==> config.mk <==
export PLATFORM = sky130hd
export DESIGN_NAME = fft_apb_host_master_flat
export DESIGN_NICKNAME = d
export VERILOG_FILES = /design/src/rtl/fft_apb_pkg.sv /design/src/rtl/fft_apb_host_master_if.sv /design/src/rtl/fft_apb_host_master.sv /design/src/flat_wrapper.sv
export SDC_FILE = /design/constraint.sdc
export NUM_CORES = 1
export LEC_CHECK = 0
export BUFFER_PORTS_ARGS = -buffer_cell sky130_fd_sc_hd__buf_2
export CAP_MARGIN = 20
export CORE_MARGIN = 5
export CORE_UTILIZATION = 38
export CTS_CLUSTER_DIAMETER = 150
export CTS_CLUSTER_SIZE = 12
export DETAILED_ROUTE_END_ITERATION = 8
export GPL_TIMING_DRIVEN = 0
export PLACE_DENSITY = 0.59
export REMOVE_ABC_BUFFERS = 1
export SLEW_MARGIN = 0
export SYNTH_ARGS = -nofsm -noshare
export SYNTH_HDL_FRONTEND = slang
export SYNTH_SLANG_ARGS = --single-unit
==> constraint.sdc <==
create_clock -name clk_i -period 5.5 [get_ports clk_i]
set_input_delay 0.825 -clock clk_i [delete_from_list [all_inputs] [get_ports clk_i]]
set_output_delay 0.825 -clock clk_i [all_outputs]
set_load 0.005 [all_outputs]
==> src/rtl/fft_apb_pkg.sv <==
// Shared types and constants for the FFT memory_interface APB host side.
package fft_apb_pkg;

    localparam int APB_ADDR_W = 16;
    localparam int APB_DATA_W = 32;
    localparam int APB_CNT_W  = 8;

    typedef enum logic [2:0] {
        IDLE,
        SETUP,
        ACCESS,
        GAP,
        RESP
    } apb_mst_state_e;

    typedef struct packed {
        logic                  write;
        logic                  poll;
        logic [APB_ADDR_W-1:0] addr;
        logic [APB_DATA_W-1:0] wdata;
        logic [APB_DATA_W-1:0] mask;
        logic [APB_CNT_W-1:0]  limit;
    } apb_cmd_t;

    // memory_interface register byte offsets
    localparam logic [APB_ADDR_W-1:0] REG_CTRL   = 16'h0000;
    localparam logic [APB_ADDR_W-1:0] REG_STATUS = 16'h0004;
    localparam logic [APB_ADDR_W-1:0] REG_LEN    = 16'h0008;

endpackage

==> src/rtl/fft_apb_host_master_if.sv <==
// APB requester/completer signal bundle; names follow the requester's point of view.
interface fft_apb_host_master_if #(
    parameter int ADDR_WIDTH = 16,
    parameter int DATA_WIDTH = 32
);
    logic                  psel_o;
    logic                  penable_o;
    logic                  pwrite_o;
    logic [ADDR_WIDTH-1:0] paddr_o;
    logic [DATA_WIDTH-1:0] pwdata_o;
    logic [DATA_WIDTH-1:0] prdata_i;
    logic                  pready_i;
    logic                  pslverr_i;

    modport master (
        output psel_o, penable_o, pwrite_o, paddr_o, pwdata_o,
        input  prdata_i, pready_i, pslverr_i
    );

    modport slave (
        input  psel_o, penable_o, pwrite_o, paddr_o, pwdata_o,
        output prdata_i, pready_i, pslverr_i
    );
endinterface

==> src/rtl/fft_apb_host_master.sv <==
// APB requester: turns single-beat valid/ready commands into APB transfers,
// with an optional status read-poll loop (masked compare, attempt limit).
module fft_apb_host_master
    import fft_apb_pkg::*;
#(
    parameter int ADDR_WIDTH = 16,
    parameter int DATA_WIDTH = 32,
    parameter int CNT_WIDTH  = 8,
    parameter int POLL_GAP   = 4
) (
    input  logic                  clk_i,
    input  logic                  reset_n_i,
    input  logic                  req_valid_i,
    output logic                  req_ready_o,
    input  logic                  req_write_i,
    input  logic                  req_poll_i,
    input  logic [ADDR_WIDTH-1:0] req_addr_i,
    input  logic [DATA_WIDTH-1:0] req_wdata_i,
    input  logic [DATA_WIDTH-1:0] req_mask_i,
    input  logic [CNT_WIDTH-1:0]  req_limit_i,
    output logic                  rsp_valid_o,
    input  logic                  rsp_ready_i,
    output logic [DATA_WIDTH-1:0] rsp_rdata_o,
    output logic                  rsp_err_o,
    output logic                  rsp_timeout_o,
    output logic                  busy_o,
    fft_apb_host_master_if.master apb
);

    localparam int GAP_W = (POLL_GAP < 2) ? 1 : $clog2(POLL_GAP);

    apb_mst_state_e        state_q, state_d;
    logic                  write_q, write_d;
    logic                  poll_q, poll_d;
    logic [ADDR_WIDTH-1:0] addr_q, addr_d;
    logic [DATA_WIDTH-1:0] wdata_q, wdata_d;
    logic [DATA_WIDTH-1:0] mask_q, mask_d;
    logic [CNT_WIDTH-1:0]  limit_q, limit_d;
    logic [CNT_WIDTH-1:0]  cnt_q, cnt_d;
    logic [GAP_W-1:0]      gap_q, gap_d;
    logic [DATA_WIDTH-1:0] rdata_q, rdata_d;
    logic                  err_q, err_d;
    logic                  timeout_q, timeout_d;

    logic [CNT_WIDTH-1:0]  limit_eff;
    logic                  poll_match;
    logic                  in_xfer;

    // A zero limit still performs one read
    assign limit_eff  = (limit_q == '0) ? CNT_WIDTH'(1) : limit_q;
    assign poll_match = ((apb.prdata_i & mask_q) == (wdata_q & mask_q));
    assign in_xfer    = (state_q == SETUP) || (state_q == ACCESS);

    assign req_ready_o   = (state_q == IDLE);
    assign busy_o        = (state_q != IDLE);
    assign rsp_valid_o   = (state_q == RESP);
    assign rsp_rdata_o   = rdata_q;
    assign rsp_err_o     = err_q;
    assign rsp_timeout_o = timeout_q;

    assign apb.psel_o    = in_xfer;
    assign apb.penable_o = (state_q == ACCESS);
    assign apb.pwrite_o  = in_xfer && write_q;
    assign apb.paddr_o   = addr_q;
    assign apb.pwdata_o  = (in_xfer && write_q) ? wdata_q : '0;

    always_comb begin
        state_d   = state_q;
        write_d   = write_q;
        poll_d    = poll_q;
        addr_d    = addr_q;
        wdata_d   = wdata_q;
        mask_d    = mask_q;
        limit_d   = limit_q;
        cnt_d     = cnt_q;
        gap_d     = gap_q;
        rdata_d   = rdata_q;
        err_d     = err_q;
        timeout_d = timeout_q;

        case (state_q)
            IDLE: begin
                if (req_valid_i) begin
                    write_d   = req_write_i;
                    poll_d    = req_poll_i && !req_write_i;
                    addr_d    = req_addr_i;
                    wdata_d   = req_wdata_i;
                    mask_d    = req_mask_i;
                    limit_d   = req_limit_i;
                    cnt_d     = CNT_WIDTH'(1);
                    rdata_d   = '0;
                    err_d     = 1'b0;
                    timeout_d = 1'b0;
                    state_d   = SETUP;
                end
            end
            SETUP: state_d = ACCESS;
            ACCESS: begin
                if (apb.pready_i) begin
                    rdata_d = write_q ? '0 : apb.prdata_i;
                    err_d   = apb.pslverr_i;
                    // A slave error ends the command regardless of poll state
                    if (apb.pslverr_i || !poll_q || poll_match) begin
                        state_d = RESP;
                    end else if (cnt_q >= limit_eff) begin
                        timeout_d = 1'b1;
                        state_d   = RESP;
                    end else begin
                        cnt_d   = cnt_q + CNT_WIDTH'(1);
                        gap_d   = '0;
                        state_d = GAP;
                    end
                end
            end
            GAP: begin
                if (gap_q == GAP_W'(POLL_GAP - 1)) begin
                    state_d = SETUP;
                end else begin
                    gap_d = gap_q + GAP_W'(1);
                end
            end
            RESP: begin
                if (rsp_ready_i) begin
                    rdata_d   = '0;
                    err_d     = 1'b0;
                    timeout_d = 1'b0;
                    state_d   = IDLE;
                end
            end
            default: state_d = IDLE;
        endcase
    end

    always_ff @(posedge clk_i or negedge reset_n_i) begin
        if (!reset_n_i) begin
            state_q   <= IDLE;
            write_q   <= 1'b0;
            poll_q    <= 1'b0;
            addr_q    <= '0;
            wdata_q   <= '0;
            mask_q    <= '0;
            limit_q   <= '0;
            cnt_q     <= '0;
            gap_q     <= '0;
            rdata_q   <= '0;
            err_q     <= 1'b0;
            timeout_q <= 1'b0;
        end else begin
            state_q   <= state_d;
            write_q   <= write_d;
            poll_q    <= poll_d;
            addr_q    <= addr_d;
            wdata_q   <= wdata_d;
            mask_q    <= mask_d;
            limit_q   <= limit_d;
            cnt_q     <= cnt_d;
            gap_q     <= gap_d;
            rdata_q   <= rdata_d;
            err_q     <= err_d;
            timeout_q <= timeout_d;
        end
    end

endmodule
==> src/flat_wrapper.sv <==
// flat-port wrapper written by rule: the top's interface ports become plain ports
module fft_apb_host_master_flat import fft_apb_pkg::*;
#(
    parameter int ADDR_WIDTH = 16,
    parameter int DATA_WIDTH = 32,
    parameter int CNT_WIDTH  = 8,
    parameter int POLL_GAP   = 4
)
  (clk_i, reset_n_i, req_valid_i, req_ready_o, req_write_i, req_poll_i, req_addr_i, req_wdata_i, req_mask_i, req_limit_i, rsp_valid_o, rsp_ready_i, rsp_rdata_o, rsp_err_o, rsp_timeout_o, busy_o, apb_psel_o, apb_penable_o, apb_pwrite_o, apb_paddr_o, apb_pwdata_o, apb_prdata_i, apb_pready_i, apb_pslverr_i);
  fft_apb_host_master_if #(.ADDR_WIDTH(ADDR_WIDTH), .DATA_WIDTH(DATA_WIDTH)) apb_i ();
  input  logic clk_i;
  input  logic reset_n_i;
  input  logic req_valid_i;
  output logic req_ready_o;
  input  logic req_write_i;
  input  logic req_poll_i;
  input  logic [ADDR_WIDTH-1:0] req_addr_i;
  input  logic [DATA_WIDTH-1:0] req_wdata_i;
  input  logic [DATA_WIDTH-1:0] req_mask_i;
  input  logic [CNT_WIDTH-1:0] req_limit_i;
  output logic rsp_valid_o;
  input  logic rsp_ready_i;
  output logic [DATA_WIDTH-1:0] rsp_rdata_o;
  output logic rsp_err_o;
  output logic rsp_timeout_o;
  output logic busy_o;
  output wire logic [$bits(apb_i.psel_o)-1:0] apb_psel_o;
  output wire logic [$bits(apb_i.penable_o)-1:0] apb_penable_o;
  output wire logic [$bits(apb_i.pwrite_o)-1:0] apb_pwrite_o;
  output wire logic [$bits(apb_i.paddr_o)-1:0] apb_paddr_o;
  output wire logic [$bits(apb_i.pwdata_o)-1:0] apb_pwdata_o;
  input wire logic [$bits(apb_i.prdata_i)-1:0] apb_prdata_i;
  input wire logic [$bits(apb_i.pready_i)-1:0] apb_pready_i;
  input wire logic [$bits(apb_i.pslverr_i)-1:0] apb_pslverr_i;
  assign apb_psel_o = apb_i.psel_o;
  assign apb_penable_o = apb_i.penable_o;
  assign apb_pwrite_o = apb_i.pwrite_o;
  assign apb_paddr_o = apb_i.paddr_o;
  assign apb_pwdata_o = apb_i.pwdata_o;
  assign apb_i.prdata_i = apb_prdata_i;
  assign apb_i.pready_i = apb_pready_i;
  assign apb_i.pslverr_i = apb_pslverr_i;
  fft_apb_host_master #(.ADDR_WIDTH(ADDR_WIDTH), .DATA_WIDTH(DATA_WIDTH), .CNT_WIDTH(CNT_WIDTH), .POLL_GAP(POLL_GAP)) u_core (.clk_i(clk_i), .reset_n_i(reset_n_i), .req_valid_i(req_valid_i), .req_ready_o(req_ready_o), .req_write_i(req_write_i), .req_poll_i(req_poll_i), .req_addr_i(req_addr_i), .req_wdata_i(req_wdata_i), .req_mask_i(req_mask_i), .req_limit_i(req_limit_i), .rsp_valid_o(rsp_valid_o), .rsp_ready_i(rsp_ready_i), .rsp_rdata_o(rsp_rdata_o), .rsp_err_o(rsp_err_o), .rsp_timeout_o(rsp_timeout_o), .busy_o(busy_o), .apb(apb_i));
endmodule
[Yosys cells after proc, flatten, opt, wreduce, memory -nomap -nowiden]
Cells that the tools add are included.
Word-level totals
  flip-flop bits (word level): 137
  logic and storage cells: 82
  input bits: 128
  output and inout port bits: 88
Cells by class
  multiplexer cells: 32
  reductions and logical operators: 19
  add/subtract/negate cells: 2
  bitwise operators: 2
  eq/ne operators: 14
  $lt $le $gt $ge: 1
Operators by type and width (count)
  two-way mux 32 bit: 5
  one-hot mux 32 bit (3 select lines): 1
  bitwise AND 32 bit: 2
  two-way mux 8 bit: 5
  equality test 32 bit: 1
  two-way mux 3 bit: 6
  one-hot mux 8 bit (2 select lines): 1
  one-hot mux 3 bit (5 select lines): 1
  AND reduction 5 bit: 2
  adder 8 x 1 -> 8 bit, second input constant: 1
  greater-or-equal comparator 8 bit: 1
  logical NOT 8 bit: 1
  two-way mux 2 bit: 4
  inequality test 2 x 1 -> 1 bit, second input constant: 4
  inequality test 2 bit, second input constant: 4
  AND reduction 4 bit: 2
  equality test 3 x 2 -> 1 bit, second input constant: 2
  two-way mux 1 bit: 6
  one-hot mux 1 bit (3 select lines): 2
  AND reduction 6 bit: 1
  nonzero test 3 bit: 2
  one-hot mux 2 bit (2 select lines): 1
  nonzero test 2 bit: 2
  equality test 3 x 1 -> 1 bit, second input constant: 1
  8 further kinds: 12

[Longest topological paths before layout]
Gate-level depths: netlist (run 1).
  word-level depth: 7
  gate-level depth with buffers: 10
  depth with buffers taken out: 9

[Least setup slack after synthesis (run 1)]
OpenSTA, ideal clock, no wires.
  path kind: reg2reg
  start: register u_core.limit_q[5]
  end: register u_core.cnt_q[6]
  data required time: 5376 ps
  arrival time: 2328 ps
  library setup time: 124 ps
  buffers on the path: 0
  cell stages (with the launch flop): 10
  slack: 3048 ps
  cells stage by stage: dfrtp_1 -> nor4_1 -> a41o_1 -> ha_1 -> nand2b_1 -> a211oi_1 -> o21a_1 -> o21ai_1 -> o311a_1 -> a211o_1
Between the ends
  longest elaborated chain between the ends: 5
RTL lines
  start, declared: RTL line fft_apb_host_master.sv:38  | logic [CNT_WIDTH-1:0] limit_q, limit_d;
  start signal, assigned: RTL line fft_apb_host_master.sv:155  | limit_q <= limit_d;
  logical NOT 8 bit: RTL line fft_apb_host_master.sv:50  | assign limit_eff = (limit_q == '0) ? CNT_WIDTH'(1) : limit_q;
  two-way mux 8 bit (*): RTL line fft_apb_host_master.sv:50
  greater-or-equal comparator 8 bit (*): RTL line fft_apb_host_master.sv:105  | end else if (cnt_q >= limit_eff) begin
  inequality test 2 bit (no source line) (*)
  AND reduction 5 bit (no source line) (*)
  end signal, assigned: RTL line fft_apb_host_master.sv:156  | cnt_q <= cnt_d;
  end, declared: RTL line fft_apb_host_master.sv:39  | logic [CNT_WIDTH-1:0] cnt_q, cnt_d;
Every way passes the cells marked *; elsewhere a longest branch is shown, timed or not.
A chain may end at the register's enable or synchronous reset.

[Worst setup path in the final report (run 1)]
  start: register u_core.state_q[0]
  end: output port apb_pwdata_o[6]
Between the ends
  longest elaborated chain between the ends: 4
  elaborated cells between the ends (all ways): 5
RTL lines
  start, declared: RTL line fft_apb_host_master.sv:32  | apb_mst_state_e state_q, state_d;
  start signal, assigned: RTL line fft_apb_host_master.sv:149  | state_q <= state_d;
  equality test 3 x 1 -> 1 bit / equality test 3 x 2 -> 1 bit (equally long branches): RTL line fft_apb_host_master.sv:52  | assign in_xfer = (state_q == SETUP) || (state_q == ACCESS);
  logical OR 1 bit (*): RTL line fft_apb_host_master.sv:52
  logical AND 1 bit (*): RTL line fft_apb_host_master.sv:65  | assign apb.pwdata_o = (in_xfer && write_q) ? wdata_q : '0;
  two-way mux 32 bit (*): RTL line fft_apb_host_master.sv:65
  end, declared: RTL line flat_wrapper.sv:31  | output wire logic [$bits(apb_i.pwdata_o)-1:0] apb_pwdata_o;
Marks and branches as above.

==> reports/summary.md, run 1 <==
• **result of the run** finished, final reports clean
• **Die Ht** 140 um
• **worst clock skew** 0.0144 ns
• **leak pwr** 0.00462 uW
• **via count of the first global-routing pass** 6006
• **number of flops mapped to enable cells by yosys** 0
• **Syn Inst Count** 734
• **DIE WIDTH** 140 um
• **fin cells** 1168
• **Final min period** 3.12 ns
• **power per cell area** 575 nW/um^2
• **switching share of power** 38.6%
• **hpwl dp** 13300 um
• **Primary FF master, synth** dfrtp_1
• **initial standard-cell utilization of the core** 38.7%
• **clock transition at the registers of the reported paths** 0.06 ns
• **die area** 19600 um^2
• **summed negative setup slack over all endpoints** 0 ns
• **GRT Residual Overflow** 0
• **highest achievable clock rate** 320 MHz
• **Routed wire per std cell** 16.1 um
• **weighted congestion at the end of routability-driven global placement** 0.787
• **Total Power Consumption** 4840 uW
• **endpoint kind of the worst setup timing path** primary output
• **class of the most critical setup path** reg -> out
• **number of clock sinks** 137
• **Buffers on Ports** 215
• **number of cells traversed by the worst register-to-register path** 9
• **worst path arrival time** 2.30 ns
• **number of pins with negative max-slew slack in the final report** 0
• **hold violation count in the final report** 0
• **number of antenna violations at the first check in global routing** 4
• **Combinational Power Share** 37.3%
• **CTS tree** yes
• **power dissipated by switching net loads** 1870 uW
• **post-route cell area** 8430 um^2
• **root buffer selected by CTS** clkbuf_16
• **number of H-tree levels** 4
• **fin crit share** 56.8%
• **drc violations** 0
• **boundary pin count** 216
• **Yosys warning count** 0
• **Worst Max-Slew Pin Slew** 0.966 ns
• **max-slew headroom at the worst pin** 35.1%
• **Internal Power** 2970 uW
• **global routing usage summed across all routing layers** 19.6%
• **iteration-0 DRC count of the detailed router** 267
• **most numerous cell in the Yosys netlist** nand2_1
• **number of setup violations in the final report** 0
• **sort of element at the start of the critical path** flip-flop
• **number of routed nets with antenna violations** 0
• **hold-fix buffer count after cts** 0
• **Synth async-reset ratio** 100%
• **top-area cell type share of the netlist area** 53.5%
• **post-synthesis sequential element count** 137
• **average instance area after synthesis** 8.74 um^2
• **cell type contributing the most total cell area after synthesis** dfrtp_1
• **largest fanout on the critical path** 34
• **synth top area cells** dfrtp_1 53%, nand2_1 19%, xor2_1 4.4%, o21ai_0 3.5%, and3_1 3.2%
• **share of final-layout standard cells stronger than drive strength 1** 28.0%
• **clock power share** 26.1%
• **cell area after synthesis** 6410 um^2
• **final hold slack** 0.402 ns
• **post_cts resized** 0
• **vias per inst** 4.86
• **RSZ-0062 raised after global routing** no
• **area delta synth->final** 31.4%
• **number of max-cap violations** 0
• **cts bufs inserted** 17
• **diode count** 0
• **number of cells in the design after placement** 1136
• **number of distinct standard cells referenced by the synthesized netlist** 50
• **area of the placeable core** 16600 um^2
• **number of nets in the layout** 1073
• **fill cell instance count of the final layout** 1651
• **Peak supply drop** 0.390 mV
• **clk_lat worst skew** 0.42 ns
• **share of power burned in registers** 36.6%
• **Placed Instance Area** 7780 um^2
• **largest net degree at the start of global routing** 70
• **vias after detailed routing** 5674
• **post-synthesis sequential area ratio** 53.5%
• **number of iterations in the first detailed-routing pass** 4
• **clock tree buffer depth** 2
• **Worst EP required** 4.68 ns
• **wire length of the first global-routing pass** 30800 um
• **Final Routed Wirelength** 18800 um
• **count of standard-cell rows** 47
• **top cells by instance count after synthesis** 331 x nand2_1, 137 x dfrtp_1, 45 x o21ai_0
• **type of the most critical hold path** in -> async
• **setup repair bufs after CTS** 0
==> cell usage in the layout, fill, tap and decap left out, types with 10 or more instances in the layout <==
master     Yosys  routed
inv_1         13      13
nand2_1      331     330
xor2_1        32      32
clkbuf_16      0      17
buf_2         10     214
ha_1          10      10
dfrtp_1      137     137
o21ai_0       45      45
and3_1        33      33
a22oi_1       16      16
==> metrics by stage <==
step,utilization [%],worst slack [ns]
2_1_floorplan,-,2.71
3_3_place_gp,45.7,1.36
3_5_place_dp,46.9,2.38
4_1_cts,50.8,2.35
5_1_grt,50.8,2.25
6_report,50.8,2.38
==> power by group through the flow <==
stage	clock network (uW)	logic, uW	registers, uW
6_report	1270	1810	1770
5_1_grt	1340	2070	1830
4_1_cts	1290	1850	1770
3_5_place_dp	0	1850	1780
3_3_place_gp	0	1720	1790
2_1_floorplan	0	1020	1720
==> registers in the layout, summed over array words and instances (netlist names) <==
| signal | flops |
|---|---|
| u_core.mask_q | 32 |
| u_core.rsp_rdata_o | 32 |
| u_core.wdata_q | 32 |
| u_core.apb.paddr_o | 16 |
| u_core.cnt_q | 8 |
| u_core.limit_q | 8 |
| u_core.state_q | 3 |
| u_core.gap_q | 2 |
| u_core.poll_q | 1 |
| u_core.rsp_err_o | 1 |
| u_core.rsp_timeout_o | 1 |
| u_core.write_q | 1 |
==> worst max-delay path, stage by stage (launching register included) <==
cell	delay, ns
dfrtp_1	0.50
xnor2_1	0.21
nor2_4	0.70
and3_1	0.32
buf_2	0.14
==> cell type report <==
cell class	count	area, um^2	area share (%)
Inverter	13	48.8	0.579
Multi-Input combinational cell	544	2790	33.1
Clock inverter	14	220	2.61
Timing Repair Buffer	222	1240	14.7
Tap cell	220	275	3.27
Clock buffer	18	429	5.09
Sequential cell	137	3430	40.7
==> routing by layer <==
layer / GRT usage [%] / vias to the layer above / routed length [um]
li1: - / 2807 / -
met1: 23.7 / 2673 / 7870
met2: 33.2 / 167 / 9120
met3: 7.23 / 19 / 1630
met4: 4.84 / 8 / 125
met5: 0 / - / 45
==> logic make-up (layout without fill, tap and decap cells) <==
kind of cell / Yosys count / in the layout / synth area share [%]
buffers and inverters: 53 / 267 / 3.59
AO/OA/AOI/OAI: 93 / 93 / 9.35
adder cells (fa/ha/maj): 10 / 10 / 1.95
multiplexers: 4 / 4 / 0.624
AND/OR/NAND/NOR: 404 / 404 / 26.5
flip-flops: 137 / 137 / 53.5
XOR/XNOR: 33 / 33 / 4.51
==> path summary, 6_finish.rpt <==
path,start,endpoint,slack [ns]
setup / recovery,u_core.state_q[0],apb_pwdata_o[6],2.38
hold / removal,reset_n_i,u_core.wdata_q[12],0.40
setup reg to reg,u_core.limit_q[5],u_core.cnt_q[5],2.72
hold reg to reg,u_core.apb.paddr_o[6],u_core.apb.paddr_o[6],0.47
max in group asynchronous,reset_n_i,u_core.mask_q[21],4.34
min in group clk_i,u_core.apb.paddr_o[6],u_core.apb.paddr_o[6],0.47
(Power assumes the default switching activity.)
==> inputs of run 2 (changes only) <==
--- a/config.mk
+++ b/config.mk
@@ -13,7 +13,7 @@
 export CTS_CLUSTER_SIZE = 12
 export DETAILED_ROUTE_END_ITERATION = 8
 export GPL_TIMING_DRIVEN = 0
-export PLACE_DENSITY = 0.59
+export PLACE_DENSITY = 0.62
 export REMOVE_ABC_BUFFERS = 1
 export SLEW_MARGIN = 0
 export SYNTH_ARGS = -nofsm -noshare
==> constraint.sdc (replaced) <==
create_clock -name clk_i -period 2.6 [get_ports clk_i]
set_input_delay 0.39 -clock clk_i [delete_from_list [all_inputs] [get_ports clk_i]]
set_output_delay 0.39 -clock clk_i [all_outputs]
set_load 0.005 [all_outputs]
==> reports/summary.md, run 2 (synthesis gave the netlist of run 1 again) <==
• **RSZ-0062 raised after global routing** yes
• **clock tree buffer depth** 2
• **minimum setup slack among reg-to-reg paths** 0.07 ns
• **global routing usage summed across all routing layers** 19.1%
• **DIE WIDTH** 140 um
• **number of antenna violations at the first check in global routing** 4
• **initial standard-cell utilization of the core** 38.7%
• **Worst EP required** 2.94 ns
• **leak pwr** 0.00466 uW
• **die area** 19600 um^2
• **GRT Residual Overflow** 0
• **clk_lat worst skew** 0.41 ns
• **Final Routed Wirelength** 19300 um
• **most common cell after layout, fill and taps aside** nand2_1
• **via count of the first global-routing pass** 5796
• **share of final-layout standard cells stronger than drive strength 1** 29.5%
• **cts bufs inserted** 17
• **sort of element at the start of the critical path** flip-flop
• **hold violation count in the final report** 0
• **area of the placeable core** 16600 um^2
• **Placed Instance Area** 7790 um^2
• **endpoint kind of the worst setup timing path** flip-flop
• **result of the run** finished, final reports clean
• **largest fanout on the critical path** 12
• **post-route cell area** 8510 um^2
• **area of the multi-input gates** 2870 um^2
• **total area of sequential cells** 3430 um^2
• **number of clock sinks** 137
• **count of standard-cell rows** 47
• **Buffers on Ports** 215
• **Hold Path Sink** u_core.apb.paddr_o[6]
• **Worst Max-Slew Pin Slew** 0.671 ns
• **Core Util, Final** 51.3%
• **number of pins with negative max-slew slack in the final report** 0
• **Routed wire per std cell** 16.4 um
• **WHS Path Cells** 3
• **commonest cells after routing, fill and taps aside** 329 x nand2_1, 214 x buf_2, 135 x dfrtp_1
• **max-slew headroom at the worst pin** 55.2%
• **vias per inst** 4.90
• **largest net degree at the start of global routing** 92
• **clock transition at the registers of the reported paths** 0.06 ns
• **type of the most critical hold path** in -> reg
• **number of cells traversed by the worst register-to-register path** 6
• **Critical R2R Capture** u_core.rsp_timeout_o
• **number of H-tree levels** 4
• **worst r2r src** u_core.state_q[2]
• **fin crit share** 97.4%
• **fill cell instance count of the final layout** 1620
• **Die Ht** 140 um
• **area delta synth->final** 32.8%
• **root buffer selected by CTS** clkbuf_16
• **vias after detailed routing** 5756
• **Hold Path Origin** req_addr_i[6]
• **number of max-cap violations** 0
• **worst path arrival time** 2.87 ns
• **wire length of the first global-routing pass** 30200 um
• **highest achievable clock rate** 395 MHz
• **Peak supply drop** 0.542 mV
• **CTS tree** yes
• **worst clock skew** 0.00621 ns
• **power per cell area** 1210 nW/um^2
• **hpwl dp** 13000 um
• **boundary pin count** 216
• **Final min period** 2.53 ns
• **number of nets in the layout** 1080
• **number of iterations in the first detailed-routing pass** 5
• **iteration-0 DRC count of the detailed router** 354
• **drc violations** 0
• **weighted congestion at the end of routability-driven global placement** 0.756
• **number of setup violations in the final report** 0
• **class of the most critical setup path** reg -> reg
• **number of routed nets with antenna violations** 0
-- run 2: repair_timing --
action                                 in CTS  in global routing
pin swaps                                   1                  9
endpoints found under the hold margin      46                  0
gates cloned                                0                  2
setup endpoints to repair                   7                 81
hold buffers                                1                  0
setup buffers                               0                  4
gates resized for setup                     4                 13
-- run 2: worst max-delay path by stage --
stage / start / end / slack, ns
detailed placement: u_core.limit_q[5] / u_core.cnt_q[6] / -0.15
floorplan: u_core.state_q[1] / u_core.cnt_q[1] / -0.15
finish: u_core.state_q[2] / u_core.rsp_timeout_o / 0.07
global placement: u_core.state_q[1] / u_core.cnt_q[1] / -1.26
CTS: u_core.state_q[1] / apb_pwdata_o[9] / 0.002
global route: u_core.limit_q[6] / u_core.cnt_q[1] / -0.03
-- run 2: stage by stage --
stage	setup TNS [ns]	hold WS (ns)	power (uW)	setup WS, ns	instances
final	0	0.167	10300	0.0672	1175
after global routing	-0.0725	0.152	11100	-0.0313	1175
after CTS	0	0.148	10200	0.00185	1168
after detailed placement	-0.522	0.355	7680	-0.151	1136
after global placement	-279.76	0.453	7350	-1.26	1129
after floorplan	-0.231	0.0944	5800	-0.153	694
-- run 2: metal layers --
metal  GRT usage (%)  wire, um  up-vias
li1                -         -     2831
met1            24.3      8110     2704
met2            31.9      9450      186
met3            6.13      1380       29
met4            4.74       290        6
met5               0        41        -
-- run 2: power breakdown --
group	internal (uW)	total, uW	switching, uW
logic	1620	4100	2480
registers	3070	3740	670
clock network	1530	2440	915
total	6210	10300	4070
-- run 2: final cells by class --
class / instances / share of cell area (%)
sequential: 137 / 40.3
multi-input combinational: 546 / 33.7
timing repair buffer: 227 / 15.2
clock buffer: 19 / 5.20
tap: 220 / 3.23
clock inverter: 12 / 1.78
inverter: 13 / 0.573
antenna: 1 / 0.0294
-- run 2: worst max-delay path, stage by stage, from the launching register on --
cell,delay (ns)
dfrtp_2,0.51
and2b_1,0.29
nand2b_1,0.15
inv_1,0.43
nand2_1,0.38
nor4b_1,0.46
o32a_1,0.24
==> inputs of run 3 (changes only) <==
--- a/config.mk
+++ b/config.mk
@@ -12,7 +12,7 @@
 export CTS_CLUSTER_DIAMETER = 150
 export CTS_CLUSTER_SIZE = 12
 export DETAILED_ROUTE_END_ITERATION = 8
-export GPL_TIMING_DRIVEN = 0
+export GPL_TIMING_DRIVEN = 1
 export PLACE_DENSITY = 0.62
 export REMOVE_ABC_BUFFERS = 1
 export SLEW_MARGIN = 0
==> reports/summary.md, run 3 (synthesis gave the netlist of run 1 again) <==
• **result of the run** finished, final reports clean
• **Internal Power** 6250 uW
• **number of max-cap violations** 0
• **clock power share** 25.1%
• **area delta synth->final** 32.0%
• **most common cell after layout, fill and taps aside** nand2_1
• **Worst EP required** 2.90 ns
• **diode count** 0
• **clock transition at the registers of the reported paths** 0.06 ns
• **clk_lat worst skew** 0.41 ns
• **number of routed nets with antenna violations** 0
• **sort of element at the start of the critical path** flip-flop
• **Peak supply drop** 0.501 mV
• **initial standard-cell utilization of the core** 38.7%
• **cts bufs inserted** 17
• **Final Routed Wirelength** 18500 um
• **Worst Setup Slack, final** 0.168 ns
• **slowest cell on the critical path** dfrtp_1
• **leak pwr** 0.00465 uW
• **area of the placeable core** 16600 um^2
• **number of nets in the layout** 1084
• **power per cell area** 1200 nW/um^2
• **Placed Instance Area** 7810 um^2
• **clock tree buffer depth** 2
• **commonest cells after routing, fill and taps aside** 329 x nand2_1, 214 x buf_2, 137 x dfrtp_1
• **number of setup violations in the final report** 0
• **root buffer selected by CTS** clkbuf_16
• **endpoint kind of the worst setup timing path** flip-flop
• **RSZ-0062 raised after global routing** no
• **Final min period** 2.43 ns
• **critical path, cell by cell** nor4_2, a41o_1, ha_1, nand2b_1, a211oi_2, o21a_1, o21ai_4, o311a_1, a211o_1
• **DIE WIDTH** 140 um
• **worst clock skew** 0.00609 ns
• **switching share of power** 38.3%
• **number of iterations in the first detailed-routing pass** 4
• **global routing usage summed across all routing layers** 19.1%
• **via count of the first global-routing pass** 5844
• **highest achievable clock rate** 411 MHz
• **Buffers on Ports** 215
• **vias per inst** 4.80
• **number of clock sinks** 137
• **hpwl dp** 12900 um
• **share of power burned in registers** 36.6%
• **Worst Max-Slew Pin Slew** 0.677 ns
• **fin cells** 1178
• **share of final-layout standard cells stronger than drive strength 1** 29.0%
• **post-route cell area** 8470 um^2
• **worst path arrival time** 2.73 ns
• **launching element of the worst setup path** u_core.limit_q[6]
• **drc violations** 0
• **Hold Path Origin** req_addr_i[2]
• **number of H-tree levels** 4
• **vias after detailed routing** 5649
• **fin crit share** 93.6%
• **Routed wire per std cell** 15.7 um
• **Combinational Power Share** 38.3%
• **count of standard-cell rows** 47
• **number of cells in the design after placement** 1146
• **CTS tree** yes
• **die area** 19600 um^2
• **max-slew headroom at the worst pin** 54.9%
• **Total Power Consumption** 10100 uW
• **final hold slack** 0.159 ns
• **crit-path leading delay family** compound AO/OA/AOI/OAI gates
• **iteration-0 DRC count of the detailed router** 224
• **Die Ht** 140 um
• **number of pins with negative max-slew slack in the final report** 0
• **wire length of the first global-routing pass** 30200 um
• **type of the most critical hold path** in -> reg
• **buffers plus inverters on the worst setup path** 0
• **largest net degree at the start of global routing** 71
• **GRT Residual Overflow** 0
• **power dissipated by switching net loads** 3880 uW
• **largest fanout on the critical path** 7
• **worst-case setup slack after placement** -0.0885 ns
• **class of the most critical setup path** reg -> reg
• **hold violation count in the final report** 0
• **max incr delay on CP** 0.39 ns
• **weighted congestion at the end of routability-driven global placement** 0.769
• **setup repair bufs after CTS** 0
• **boundary pin count** 216
• **worst r2r src** u_core.limit_q[6]
• **number of antenna violations at the first check in global routing** 1
run 3: cell count changes in the layout (fill, tap and decap cells not counted), moves of 2 or more:
| cell | previous run | this run |
|---|---|---|
| buf_12 | 3 | 6 |
| dfrtp_2 | 2 | 0 |
| nor2_4 | 4 | 2 |
| buf_16 | 4 | 0 |
| o311ai_0 | 2 | 0 |
| nor4_1 | 0 | 2 |
| buf_4 | 3 | 11 |
| dfrtp_1 | 135 | 137 |
| o311ai_1 | 1 | 3 |
run 3: worst paths after layout:
check / cells past startpoint / slack (ns) / end
worst max-delay path: 9 / 0.17 / u_core.cnt_q[6]
worst min register to register: 2 / 0.47 / u_core.apb.paddr_o[15]
worst max register to register: 9 / 0.17 / u_core.cnt_q[6]
min in group asynchronous: 2 / 0.57 / u_core.apb.paddr_o[6]
max in group asynchronous: 3 / 1.24 / u_core.mask_q[1]
worst min-delay path: 3 / 0.16 / u_core.apb.paddr_o[2]
run 3: timing repair:
action,in CTS,in global routing
gates resized for setup,2,7
gates cloned,0,0
hold buffers,1,0
endpoints found under the setup margin,6,11
hold endpoints to repair,7,0
pin swaps,0,7
run 3: power by group through the flow:
| stage | registers [uW] | clock network, uW | logic (uW) |
|---|---|---|---|
| 2_1_floorplan | 3640 | 0 | 2160 |
| 4_1_cts | 3710 | 2600 | 3950 |
| 3_3_place_gp | 3690 | 0 | 3870 |
| 5_1_grt | 3840 | 2690 | 4440 |
| 6_report | 3710 | 2540 | 3890 |
| 3_5_place_dp | 3730 | 0 | 3920 |
run 3: cell type report:
cell class | instances | area (um^2)
multi-input combinational | 544 | 2800
tap | 220 | 275
fill | 1652 | 8120
clock buffer | 19 | 443
clock inverter | 12 | 175
inverter | 13 | 48.8
sequential | 137 | 3430
timing repair buffer | 233 | 1290
run 3: per-stage QoR:
step | setup TNS, ns | util [%]
2_1_floorplan | -0.231 | -
3_3_place_gp | -0.0554 | 47.1
3_5_place_dp | -0.281 | 47.1
4_1_cts | 0 | 51.0
5_1_grt | 0 | 51.0
6_report | 0 | 51.0
run 3: worst reg2reg max path: stages, from the launching register on:
cell	delay [ns]
dfrtp_1	0.39
nor4_2	0.29
a41o_1	0.19
ha_1	0.22
nand2b_1	0.15
a211oi_2	0.17
o21a_1	0.21
o21ai_4	0.12
o311a_1	0.32
a211o_1	0.26
run 3: per-layer routing:
metal | up-vias | global-route usage (%) | part of all wire (%)
met3 | 27 | 5.52 | 6.5
met2 | 163 | 30.8 | 47
met5 | - | 0 | 0.070
met4 | 2 | 6.63 | 2.0
met1 | 2619 | 24.7 | 44
li1 | 2838 | - | -
